[src/rtl/axis_elastic_buf.sv]
// ---------------------------------------------------------------------------
// axis_elastic_buf
//   AXI-Stream style elastic buffer (synchronous FIFO) with occupancy output.
//   Full throughput: a push and a pop may happen on the same edge at any
//   level from 1 to DEPTH-1. tvalid_o and tready_o come only from registered
//   state, so there is no combinational path from tvalid_i or tready_i.
//
// Parameters
//   DATA_W  payload width in bits (1..64)
//   DEPTH   number of storage entries (power of two, 2..256)
//
// Ports
//   clk_i      clock, rising edge
//   rst_i      synchronous active-high reset (priority over everything)
//   flush_i    synchronous discard of all stored beats
//   tvalid_i   upstream beat valid
//   tready_o   buffer can accept a beat (level != DEPTH)
//   tdata_i    upstream payload
//   tvalid_o   downstream beat available (level != 0)
//   tready_i   downstream accepts a beat
//   tdata_o    downstream payload (oldest stored entry)
//   tlast_i/o  per-beat last flag (only with AXIS_ELASTIC_BUF_TLAST_EN)
//   level_o    current occupancy, 0..DEPTH
//
// Optional build macro
//   AXIS_ELASTIC_BUF_TLAST_EN  adds tlast_i/tlast_o, stored alongside tdata.
// ---------------------------------------------------------------------------
module axis_elastic_buf #(
    parameter int DATA_W = 8,
    parameter int DEPTH  = 4,
    localparam int LVL_W = $clog2(DEPTH) + 1
) (
    input  logic              clk_i,
    input  logic              rst_i,
    input  logic              flush_i,
    input  logic              tvalid_i,
    output logic              tready_o,
    input  logic [DATA_W-1:0] tdata_i,
    output logic              tvalid_o,
    input  logic              tready_i,
    output logic [DATA_W-1:0] tdata_o,
`ifdef AXIS_ELASTIC_BUF_TLAST_EN
    input  logic              tlast_i,
    output logic              tlast_o,
`endif
    output logic [LVL_W-1:0]  level_o
);

    localparam int PTR_W = $clog2(DEPTH);

    typedef enum logic [1:0] {
        ST_EMPTY   = 2'd0,
        ST_PARTIAL = 2'd1,
        ST_FULL    = 2'd2
    } occ_state_t;

    // Storage: no reset needed, contents are only read once written.
    logic [DATA_W-1:0] mem [DEPTH];

    logic [PTR_W-1:0]  wr_ptr_q, wr_ptr_d;
    logic [PTR_W-1:0]  rd_ptr_q, rd_ptr_d;
    logic [LVL_W-1:0]  level_q, level_d;
    occ_state_t        state_q, state_d;
    logic [DATA_W-1:0] data_q, data_d;
    logic              push, pop;
    logic              head_from_input;

    // Handshake outputs decoded from the registered occupancy state only.
    assign tready_o = (state_q != ST_FULL);
    assign tvalid_o = (state_q != ST_EMPTY);
    assign tdata_o  = data_q;
    assign level_o  = level_q;

    always_comb begin
        push     = tvalid_i && tready_o;
        pop      = tvalid_o && tready_i;
        wr_ptr_d = wr_ptr_q + PTR_W'(push);
        rd_ptr_d = rd_ptr_q + PTR_W'(pop);
        level_d  = level_q + LVL_W'(push) - LVL_W'(pop);

        // The beat being pushed becomes the head when nothing else remains
        // after this edge's pop; otherwise the next head is already stored.
        head_from_input = push && (level_q == LVL_W'(pop));
        data_d          = head_from_input ? tdata_i : mem[rd_ptr_d];

        if (level_d == '0) begin
            state_d = ST_EMPTY;
        end else if (level_d == LVL_W'(DEPTH)) begin
            state_d = ST_FULL;
        end else begin
            state_d = ST_PARTIAL;
        end
    end

    always_ff @(posedge clk_i) begin
        if (rst_i) begin
            wr_ptr_q <= '0;
            rd_ptr_q <= '0;
            level_q  <= '0;
            state_q  <= ST_EMPTY;
            data_q   <= '0;
        end else if (flush_i) begin
            // Head register is don't-care while empty, so it is left alone.
            wr_ptr_q <= '0;
            rd_ptr_q <= '0;
            level_q  <= '0;
            state_q  <= ST_EMPTY;
        end else begin
            wr_ptr_q <= wr_ptr_d;
            rd_ptr_q <= rd_ptr_d;
            level_q  <= level_d;
            state_q  <= state_d;
            data_q   <= data_d;
        end
    end

    always_ff @(posedge clk_i) begin
        if (push && !rst_i && !flush_i) begin
            mem[wr_ptr_q] <= tdata_i;
        end
    end

`ifdef AXIS_ELASTIC_BUF_TLAST_EN
    logic mem_last [DEPTH];
    logic last_q;

    assign tlast_o = last_q;

    always_ff @(posedge clk_i) begin
        if (rst_i) begin
            last_q <= 1'b0;
        end else if (!flush_i) begin
            last_q <= head_from_input ? tlast_i : mem_last[rd_ptr_d];
        end
    end

    always_ff @(posedge clk_i) begin
        if (push && !rst_i && !flush_i) begin
            mem_last[wr_ptr_q] <= tlast_i;
        end
    end
`endif

endmodule

[config.mk]
export PLATFORM = sky130hd
export DESIGN_NAME = axis_elastic_buf
export DESIGN_NICKNAME = d
export VERILOG_FILES = /design/src/rtl/axis_elastic_buf.sv
export SDC_FILE = /design/constraint.sdc
export NUM_CORES = 1
export LEC_CHECK = 0
export ABC_AREA = 1
export CAP_MARGIN = 10
export CORE_MARGIN = 3
export CORE_UTILIZATION = 49
export DETAILED_ROUTE_END_ITERATION = 8
export PLACE_DENSITY_LB_ADDON = 0.1
export SYNTH_ARGS = -nofsm -noshare
export SYNTH_HDL_FRONTEND = slang
export SYNTH_SLANG_ARGS = --single-unit
[constraint.sdc]
create_clock -name clk_i -period 1.6 [get_ports clk_i]
set_input_delay 0.24 -clock clk_i [delete_from_list [all_inputs] [get_ports clk_i]]
set_output_delay 0.24 -clock clk_i [all_outputs]
set_load 0.05 [all_outputs]
==> summary.txt <==
Status - finished with violations
Failing checks - setup timing
Die W - 72.29 um
GRT Util Overall - 19.19%
Global-route wire length before repair - 7.617 mm
Initial Utilization - 52.33%
Kind of critical path - reg2reg
Clk_lat worst skew - 0.30 ns
Worst Setup End Kind - flip-flop
Routed Wire Length - 4.883 mm
Tightest Pin Transition - 0.3023 ns
H-tree depth - 2
I/O Buffers - 25
Finished Cell Area - 3072 sq um
Root Driver - clkbuf_8
CP Cell Sequence - buf_6 -> nand2_8 -> nand2_8 -> inv_4 -> nand2_2 -> nand2_2 -> ha_4 -> fa_2 -> nor2_4 -> and3_4
Antenna violations before repair - 0
TNS Setup - -0.9582 ns
Number of global-route vias before repair - 1,680
Clock skew - 0.009632 ns
Core Util, Final - 74.64%
Minimum clock period - 1.807 ns
I/O pin count - 26
DP Area - 2663 sq um
Hold WS - 0.4731 ns
Most frequent cells in the layout - nand2_1, edfxtp_1, buf_4, nor2_1
Overall die height - 72.29 um
Cell Count, Final, Fillers Out - 338
Net count after synthesis - 246
Final Hold Fails - 0
Clk slew on worst S/H paths - 0.09 ns
# DRC - 0
Critical Path Source Type - flip-flop
Final HPWL DP - 3.235 mm
Synthesized area - 2153 sq um
CTS max path bufs - 2
Critical path endpoint - state_q[1]
DRT Pass-1 Iters - 4
Core area - 4115 sq um
Met2 wire length - 2.561 mm
Antenna cell count - 0
Mapped Cells - 229
Worst-path maximum fanout - 3
Max stage delay cell, worst path - fa_2
TritonCTS clock tree - yes
Per-cell routed wire length - 14.45 um
CTS Sinks - 49
GR Overflow Total - 0
Clock buffer count from CTS - 5
FP Rows - 23
Die ar. - 5226 sq um
Post-DR vias/cell - 5.038
Fmax - 0.5535 GHz
Share of cells above drive strength 1 - 37.50%
GP Congestion - 0.8573
Max_slew headroom - 79.82%
RSZ-0062 raised after global routing - true
NumNets Final - 304
CP Launch Point - state_q[1]
Setup violators final - 13
Power density over the cells - 892.5 nW/um^2
Unique masters post-synth - 23
Top routing layer in use - met4
Lkg Pwr - 0.001322 uW
Critical path required time - 1.81 ns
Commonest non-fill, non-tap cell in the layout - nand2_1
Antenna viol nets, final - 0
Worst vdd ir - 525.8 uV
Final max-slew violation count - 0
Iteration-0 DRC count of the detailed router - 104
Setup slack after layout - -0.2067 ns
Dpl cells - 321
Avg Cell Area, Syn - 9.403 sq um
Hold crit path type - reg2reg
Final Cycle Share - 112.9%
DR vias - 1,703
Met3 WL - 163 um
Hold-fix buffers, CTS - 0
Pin count of the biggest net entering global routing - 16
Worst EP arrival - 2.01 ns
Flop2flop setup slack - -0.21 ns
R2R depth - 10
Yosys warning total - 0
Worst stage delay on the critical path - 0.57 ns
Sequential element share of the synthesized area - 60.43%
Worst R2R End - state_q[1]
P&R area growth vs syn - 42.65%
Met1 WL - 2.008 mm
Max-cap violations - 0
Synth Register Bits - 49
Worst reg2reg path startpoint - state_q[1]
[routing by layer]
layer / up-vias / GRT usage (%)
met5: - / 0
met4: 0 / 8.977
met3: 15 / 4.571
met2: 36 / 32.66
met1: 806 / 22.86
li1: 846 / -
[critical path: cells and delay by family (launching register included)]
family	cells	cell delay [ns]
adders and majority gates	2	0.73
buffers and inverters	2	0.16
DFF	1	0.38
and+or+nand+nor	6	0.44
[cells in the mapped netlist, drive strengths merged]
master | n | area share (%)
and3 | 1 | 0.29
buf | 4 | 1.6
clkinv | 1 | 0.17
dfxtp | 17 | 16
edfxtp | 32 | 45
fa | 1 | 0.93
ha | 3 | 1.7
inv | 23 | 4.0
nand2 | 88 | 16
nand3 | 19 | 5.0
nand3b | 3 | 1.0
nor2 | 21 | 4.4
nor3 | 4 | 0.93
o21ai | 7 | 1.6
or2 | 1 | 0.41
xnor2 | 2 | 0.81
xor2 | 2 | 0.81
[worst min path at each step]
stage | start | to | depth (start not counted)
global route | tdata_o[6] | tdata_o[6] | 2
finish | tdata_o[6] | tdata_o[6] | 2
floorplan | tdata_i[0] | mem[0][0] | 0
detailed placement | tdata_o[6] | tdata_o[6] | 2
CTS | tdata_o[6] | tdata_o[6] | 2
global placement | tdata_o[0] | tdata_o[0] | 2
[kinds of logic after synthesis]
group | count (synthesis) | share of synthesized area (%)
xor+xnor | 4 | 1.627
compound gates | 7 | 1.627
flops | 49 | 60.43
buf+inv | 28 | 5.752
fa+ha+maj | 4 | 2.673
simple gates | 137 | 27.89
[where the power goes]
group	switching (uW)	internal [uW]	total, uW
Clock	415	352	767
Sequential	25.7	1380	1410
Combinational	331	238	569
Total	772	1970	2740
[sequential cells by signal (all words and copies together), names as in the netlist]
register and flops:
rd_ptr_q 2, wr_ptr_q 2, tdata_o 8, level_o 3
mem 32, state_q 2
[through the flow]
stage	setup WS [ns]	total power [uW]
after floorplan	-0.1212	1719
after global placement	-0.4544	1891
after detailed placement	-0.4885	1898
after CTS	-0.1465	2687
after global routing	-0.2432	2848
final	-0.2067	2742
[layout make-up]
class,instances,area (sq um)
Inverter,24,100.1
Multi-Input combinational cell,152,979.7
Clock inverter,1,7.507
Sequential cell,49,1310
Timing Repair Buffer,55,525.5
Clock buffer,7,86.33
Fill cell,282,1044
Tap cell,50,62.56
[what timing repair did]
action                     in CTS  in global routing
setup endpoints to repair      12                 44
pin swaps                      21                 26
resized for setup              31                 43
cloned                          0                  1
buffers inserted                6                  4
No activity file was read; power rests on OpenSTA's default activity.
